===== src/rtl/array6_ctrl_pkg.sv =====
// rtl/array6_ctrl_pkg.sv - shared constants and enums for the array_6 port controller
package array6_ctrl_pkg;

  localparam int DEPTH    = 16;
  localparam int ADDR_W   = 4;
  localparam int DATA_W   = 22;
  localparam int MASK_SEG = 2;

  typedef enum logic {
    INIT = 1'b0,
    RUN  = 1'b1
  } ctrl_state_e;

  typedef enum logic [1:0] {
    GNT_NONE = 2'd0,
    GNT_RD   = 2'd1,
    GNT_WR   = 2'd2
  } grant_e;

endpackage


===== src/rtl/array6_resp_fifo.sv =====
// rtl/array6_resp_fifo.sv - 2-entry valid/ready read-response FIFO with occupancy count
module array6_resp_fifo
  import array6_ctrl_pkg::*;
(
  input  logic              clock,
  input  logic              reset,
  input  logic              i_push,
  input  logic [DATA_W-1:0] i_push_data,
  input  logic              i_pop,
  output logic              o_valid,
  output logic [DATA_W-1:0] o_data,
  output logic [1:0]        o_count
);

  logic [DATA_W-1:0] r_mem [2];
  logic              r_wptr;
  logic              r_rptr;
  logic [1:0]        r_count;
  logic              w_pop_ok;
  logic              w_push_ok;

  // A pop frees the head slot this cycle, so a push into a full FIFO is legal
  // when paired with a pop.
  assign w_pop_ok  = i_pop && (r_count != 2'd0);
  assign w_push_ok = i_push && ((r_count != 2'd2) || w_pop_ok);

  // Storage, pointers and count; head data only changes on a pop.
  always_ff @(posedge clock or posedge reset) begin
    if (reset) begin
      r_mem[0] <= '0;
      r_mem[1] <= '0;
      r_wptr   <= 1'b0;
      r_rptr   <= 1'b0;
      r_count  <= 2'd0;
    end else begin
      if (w_push_ok) begin
        r_mem[r_wptr] <= i_push_data;
        r_wptr        <= ~r_wptr;
      end
      if (w_pop_ok) begin
        r_rptr <= ~r_rptr;
      end
      case ({w_push_ok, w_pop_ok})
        2'b10:   r_count <= r_count + 2'd1;
        2'b01:   r_count <= r_count - 2'd1;
        default: r_count <= r_count;
      endcase
    end
  end

  assign o_valid = (r_count != 2'd0);
  assign o_data  = r_mem[r_rptr];
  assign o_count = r_count;

endmodule


===== src/rtl/array6_port_ctrl.sv =====
// rtl/array6_port_ctrl.sv - zero-fill, round-robin read/write arbitration onto the array_6 RW port
module array6_port_ctrl
  import array6_ctrl_pkg::*;
(
  input  logic                clock,
  input  logic                reset,
  output logic                init_done,
  input  logic                rd_req_valid,
  output logic                rd_req_ready,
  input  logic [ADDR_W-1:0]   rd_req_addr,
  output logic                rd_resp_valid,
  input  logic                rd_resp_ready,
  output logic [DATA_W-1:0]   rd_resp_data,
  input  logic                wr_req_valid,
  output logic                wr_req_ready,
  input  logic [ADDR_W-1:0]   wr_req_addr,
  input  logic [MASK_SEG-1:0] wr_req_mask,
  input  logic [DATA_W-1:0]   wr_req_data,
  output logic [ADDR_W-1:0]   mem_addr,
  output logic                mem_en,
  output logic                mem_wmode,
  output logic [MASK_SEG-1:0] mem_wmask,
  output logic [DATA_W-1:0]   mem_wdata,
  input  logic [DATA_W-1:0]   mem_rdata
);

  ctrl_state_e       r_state;
  ctrl_state_e       w_state_nxt;
  logic [ADDR_W-1:0] r_init_cnt;
  logic [ADDR_W-1:0] w_init_cnt_nxt;
  logic              r_rd_inflight;
  grant_e            r_rr_last;
  grant_e            w_grant;
  logic [1:0]        w_fifo_count;
  logic              w_resp_valid;
  logic [DATA_W-1:0] w_resp_data;
  logic              w_resp_fire;
  logic [2:0]        w_outstanding;
  logic              w_rd_elig;
  logic              w_wr_elig;

  // Reads already accepted but not yet consumed; a read is only taken when its
  // response is guaranteed a FIFO slot, so the FIFO can never overflow.
  assign w_resp_fire   = w_resp_valid && rd_resp_ready;
  assign w_outstanding = {2'b00, r_rd_inflight} + {1'b0, w_fifo_count}
                         - {2'b00, w_resp_fire};
  assign w_rd_elig     = rd_req_valid && (w_outstanding < 3'd2);
  assign w_wr_elig     = wr_req_valid;

  // FSM state and zero-fill counter.
  always_ff @(posedge clock or posedge reset) begin
    if (reset) begin
      r_state    <= INIT;
      r_init_cnt <= '0;
    end else begin
      r_state    <= w_state_nxt;
      r_init_cnt <= w_init_cnt_nxt;
    end
  end

  // Next state: sweep every entry once, then stay in RUN until reset.
  always_comb begin
    w_state_nxt    = r_state;
    w_init_cnt_nxt = r_init_cnt;
    if (r_state == INIT) begin
      w_init_cnt_nxt = r_init_cnt + 1'b1;
      if (r_init_cnt == ADDR_W'(DEPTH - 1)) begin
        w_state_nxt = RUN;
      end
    end
  end

  // Round-robin arbiter: a lone eligible requester wins, a tie goes to the
  // requester that did not win last time.
  always_comb begin
    w_grant = GNT_NONE;
    if (r_state == RUN) begin
      if (w_rd_elig && w_wr_elig) begin
        w_grant = (r_rr_last == GNT_RD) ? GNT_WR : GNT_RD;
      end else if (w_wr_elig) begin
        w_grant = GNT_WR;
      end else if (w_rd_elig) begin
        w_grant = GNT_RD;
      end
    end
  end

  // Round-robin history and the one-cycle read-in-flight marker.
  always_ff @(posedge clock or posedge reset) begin
    if (reset) begin
      r_rr_last     <= GNT_RD;
      r_rd_inflight <= 1'b0;
    end else begin
      r_rd_inflight <= (w_grant == GNT_RD);
      if (w_grant != GNT_NONE) begin
        r_rr_last <= w_grant;
      end
    end
  end

  // Macro port drive; everything idles at zero while reset is held so the
  // array is never touched before the sweep starts.
  always_comb begin
    mem_en    = 1'b0;
    mem_wmode = 1'b0;
    mem_addr  = '0;
    mem_wmask = '0;
    mem_wdata = '0;
    if (!reset) begin
      if (r_state == INIT) begin
        mem_en    = 1'b1;
        mem_wmode = 1'b1;
        mem_wmask = '1;
        mem_addr  = r_init_cnt;
      end else begin
        case (w_grant)
          GNT_WR: begin
            mem_en    = 1'b1;
            mem_wmode = 1'b1;
            mem_addr  = wr_req_addr;
            mem_wmask = wr_req_mask;
            mem_wdata = wr_req_data;
          end
          GNT_RD: begin
            mem_en   = 1'b1;
            mem_addr = rd_req_addr;
          end
          default: begin
          end
        endcase
      end
    end
  end

  assign rd_req_ready = (w_grant == GNT_RD);
  assign wr_req_ready = (w_grant == GNT_WR);
  assign init_done    = (r_state == RUN);

  // Read data appears on the macro the cycle after the enable and is captured
  // into the FIFO at the end of that cycle.
  array6_resp_fifo u_resp_fifo (
    .clock       (clock),
    .reset       (reset),
    .i_push      (r_rd_inflight),
    .i_push_data (mem_rdata),
    .i_pop       (rd_resp_ready),
    .o_valid     (w_resp_valid),
    .o_data      (w_resp_data),
    .o_count     (w_fifo_count)
  );

  assign rd_resp_valid = w_resp_valid;
  assign rd_resp_data  = w_resp_data;

endmodule

===== config.mk =====
export PLATFORM = sky130hd
export DESIGN_NAME = array6_port_ctrl
export DESIGN_NICKNAME = d
export VERILOG_FILES = /design/src/rtl/array6_ctrl_pkg.sv /design/src/rtl/array6_resp_fifo.sv /design/src/rtl/array6_port_ctrl.sv
export SDC_FILE = /design/constraint.sdc
export NUM_CORES = 1
export LEC_CHECK = 0
export ABC_AREA = 0
export BUFFER_PORTS_ARGS = -buffer_cell sky130_fd_sc_hd__buf_2
export CORE_MARGIN = 1
export CORE_UTILIZATION = 53
export DETAILED_ROUTE_END_ITERATION = 6
export PLACE_DENSITY = 0.9
export SLEW_MARGIN = 15
export SYNTH_ARGS = -nofsm -noshare
export SYNTH_HDL_FRONTEND = slang
export SYNTH_SLANG_ARGS = --single-unit

===== constraint.sdc =====
create_clock -name clock -period 6.73 [get_ports clock]
set_input_delay 1.6825 -clock clock [delete_from_list [all_inputs] [get_ports clock]]
set_output_delay 1.6825 -clock clock [all_outputs]
set_load 0.02 [all_outputs]

==> metrics.log <==
INFO  metric yosys.area_share.xor_xnor = 0.02628
INFO  metric synthesis_warning_total = 0
INFO  metric min_period_over_period = 0.9197
INFO  metric gr-usage-met1 = 0.2613
INFO  metric floorplan.initialDensity = 0.5480
INFO  metric fmax = 0.1616 GHz
INFO  metric timing.final.setup_violations = 0
INFO  metric vias_in_the_first_global_route = 2174
INFO  metric finalWorstSetupSlack = 0.5402 ns
INFO  metric route.final.wire_length = 6184 um
INFO  metric synth_area = 2999 um2
INFO  metric count_of_vias_placed_by_the_detailed_router = 2090
INFO  metric placeableCoreArea = 5473 um2
INFO  metric number_of_failing_hold_endpoints_at_the_final_stage = 0
INFO  metric detail-route-antenna-nets = 0
INFO  metric critical_path_peak_fanout = 22
INFO  metric endpoint_kind = output pin
INFO  metric max_cap_violations = 0
INFO  metric die_area = 5964 um2
INFO  metric power = 1721 uW
INFO  metric synth_compound_area_frac = 0.03963
INFO  metric utilization = 0.6776
INFO  metric cp-start-kind = input port
INFO  metric gpl_congestion = 0.8700
INFO  metric rows = 27
INFO  metric synth_adder_area_share = 0.03171
INFO  metric cts_setup_buffers = 0
INFO  metric place_ws = 0.5459 ns
INFO  metric yosysUniqueCellTypes = 32
INFO  metric worst_rel_slew_slack = 0.3169
INFO  metric cts_tree = built
INFO  metric setup.worst_path.class = input port to output pin
INFO  metric grt_setup_unrepaired = false
INFO  metric synth_seq_area_share = 0.4677
INFO  metric worst_ep_required_time = 5.05 ns
INFO  metric dominant_combinational_cell_family_by_area_after_synthesis = multiplexers
INFO  metric grtUsageTotal = 0.2238
INFO  metric timing.clock.skew = 0.007058 ns
INFO  metric htree_levels = 2
INFO  metric grt_first_pass_wirelength = 10260 um
INFO  metric clk-insertion-delay-late = 0.31 ns
INFO  metric post_cts_resize_count = 0
INFO  metric post_route_cells_drive_above_1_share = 0.5935
INFO  metric muxShareOfSynthArea = 0.3016
INFO  metric postSynthRegisterBits = 56
INFO  metric tns = 0 ns
INFO  metric drtPass1Iterations = 4
INFO  metric filler_cell_count = 417
INFO  metric grt_use_met3 = 0.04405
INFO  metric synthArstFlopShare = 1.000
INFO  metric clock_pin_slew_reported_for_the_worst_setup_and_hold_paths_after_clock_tree_synthesis = 0.10 ns
INFO  metric flow.area_growth_from_synthesis = 23.65%
INFO  metric drc = 0
INFO  metric hold_path.class = register to register
INFO  metric place_hpwl = 4570 um
INFO  metric cp.arrival = 4.51 ns
INFO  metric top_level_ports = 115
INFO  metric min_period = 6.190 ns
INFO  metric slew_viol_final = 0
INFO  metric run_status = complete, no violations
INFO  metric hold_slack = 0.5014 ns
INFO  metric synth-edff-count = 0
INFO  metric detailedRoute.firstIterationViolations = 107
INFO  metric overflow_left_after_global_routing = 0
INFO  metric pin_count_of_the_biggest_net_entering_global_routing = 57
INFO  metric number_of_antenna_violations_at_the_first_check_in_global_routing = 2
INFO  metric via_per_inst = 5.085
INFO  metric io_buffer_count = 114
INFO  metric post_synth_and_or_nand_nor_area_fraction = 0.09720
INFO  metric clock_sinks = 56
INFO  metric clockRootBuffer = clkbuf_8
INFO  metric cts-root-to-sink-buffers = 2
INFO  metric cts.hold.buffers_added = 0
INFO  metric synthesis.instances = 222
INFO  metric grt-busiest-layer = met2
INFO  metric peakVddDrop = 219.1 uV
INFO  metric timing_worst_slew_pin_value = 1.025 ns
INFO  metric synth.net_count = 288
INFO  metric syn_avg_cell_area = 13.51 um2
INFO  metric cellPowerDensity = 464.2 nW/um2
INFO  metric post_drt_wl_per_cell = 15.05 um
INFO  metric leakage = 0.001917 uW
INFO  metric synth_flop_cell = dfrtp_1
INFO  metric floorplan.die.width = 77.23 um
INFO  metric cts_buffer_count = 5
INFO  metric nNetsFinal = 402
INFO  metric met2_usage = 0.3965
INFO  metric chipHeight = 77.23 um
## metrics by stage
| stage | instances | area [um2] |
|---|---|---|
| finish | 411 | 3709 |
| global route | 411 | 3709 |
| CTS | 409 | 3704 |
| detailed placement | 401 | 3612 |
| global placement | 401 | 3612 |
| floorplan | 222 | 2999 |
## critical path: stages
cell	delay (ns)
buf_2	0.12
and2_1	0.17
ha_1	0.29
nand2b_1	0.15
fa_1	0.42
and2_0	0.18
a31o_2	0.26
inv_1	0.06
ha_1	0.27
and3_1	0.53
and2_1	0.20
buf_2	0.16
## kinds of logic after synthesis
group	Yosys count
multiplexers	67
AO/OA/AOI/OAI	17
flip-flops	56
AND/OR/NAND/NOR	46
XOR/XNOR	9
adder cells (fa/ha/maj)	7
buffers and inverters	20
## power by group
group / internal, uW / switching (uW) / total, uW
sequential: 491 / 125 / 615
combinational: 493 / 430 / 923
clock: 74.8 / 109 / 183
total: 1060 / 663 / 1720
## synthesized netlist by cell type (all sizes together), types with 2 or more instances
| library cell | instances | share of area |
|---|---|---|
| o21ai | 2 | 0.0033 |
| nor3b | 2 | 0.013 |
| mux2 | 67 | 0.30 |
| buf | 6 | 0.018 |
| inv | 10 | 0.013 |
| a31o | 2 | 0.0058 |
| nand2b | 6 | 0.013 |
| nand2 | 5 | 0.0063 |
| ha | 6 | 0.025 |
| xor2 | 2 | 0.0058 |
| nand3 | 3 | 0.0050 |
| a21oi | 5 | 0.0083 |
| dfrtp | 55 | 0.46 |
| and2 | 24 | 0.050 |
| clkbuf | 4 | 0.0050 |
| xnor2 | 7 | 0.020 |
| nor2 | 3 | 0.0046 |
| a22o | 3 | 0.0088 |
## cell usage in the layout (no fill, tap or decap)
master / count
inv_6: 1
and3_1: 1
a21o_1: 1
a22o_1: 3
inv_2: 1
nand3_1: 3
a31oi_1: 1
o21ai_0: 2
xor2_1: 2
diode_2: 2
dfrtp_1: 55
clkinv_2: 1
inv_1: 9
nor2b_1: 1
mux2_4: 40
o211a_1: 1
clkbuf_8: 5
nand2b_1: 6
dfstp_2: 1
mux2_2: 27
buf_2: 114
nor2_2: 1
nor2_1: 2
ha_1: 6
xnor2_1: 7
a21oi_1: 5
a31o_2: 2
a22oi_1: 1
and2_0: 1
nand2_1: 5
clkinv_4: 1
or2_2: 1
and2_1: 23
nor3b_4: 2
buf_4: 3
o2111ai_1: 1
fa_1: 1
## routing by layer
layer / routed length (um) / up-vias
li1: - / 988
met1: 2514 / 1004
met2: 3187 / 89
met3: 331 / 9
met4: 150 / 0
met5: 0 / -
## final timing paths
check                                              startpoint                                 to  slack, ns  depth (start not counted)
max                                             rd_resp_ready                       mem_wdata[6]       0.54                         12
min                                  r_rr_last[0]$_DFFE_PP1P_           r_rr_last[0]$_DFFE_PP1P_       0.50                          2
max reg2reg                u_resp_fifo.o_count[0]$_DFFE_PP0P_           r_rr_last[1]$_DFFE_PP0P_       3.84                         10
min reg2reg                          r_rr_last[0]$_DFFE_PP1P_           r_rr_last[0]$_DFFE_PP1P_       0.50                          2
max in group asynchronous                               reset  u_resp_fifo.r_mem[14]$_DFFE_PP0P_       4.66                          3
min in group asynchronous                               reset            r_rd_inflight$_DFF_PP0_       1.61                          3
## area by class of cell
class,count,area [um2],share of cell area
timing repair buffer,117,593.1,0.1599
multi-input combinational,146,1489,0.4015
tap,72,90.09,0.02429
clock inverter,3,22.52,0.006073
clock buffer,5,68.82,0.01856
inverter,10,37.54,0.01012
sequential,56,1403,0.3782
antenna,2,5.005,0.001350
## registers in the layout, indices dropped and copies added (netlist names)
signal and flops:
r_rd_inflight 1, u_resp_fifo.r_mem 44, r_rr_last 2, init_done 1, u_resp_fifo.o_count 2, u_resp_fifo.r_wptr 1, u_resp_fifo.r_rptr 1, r_init_cnt 4
Power figures use the tool's default switching activity.
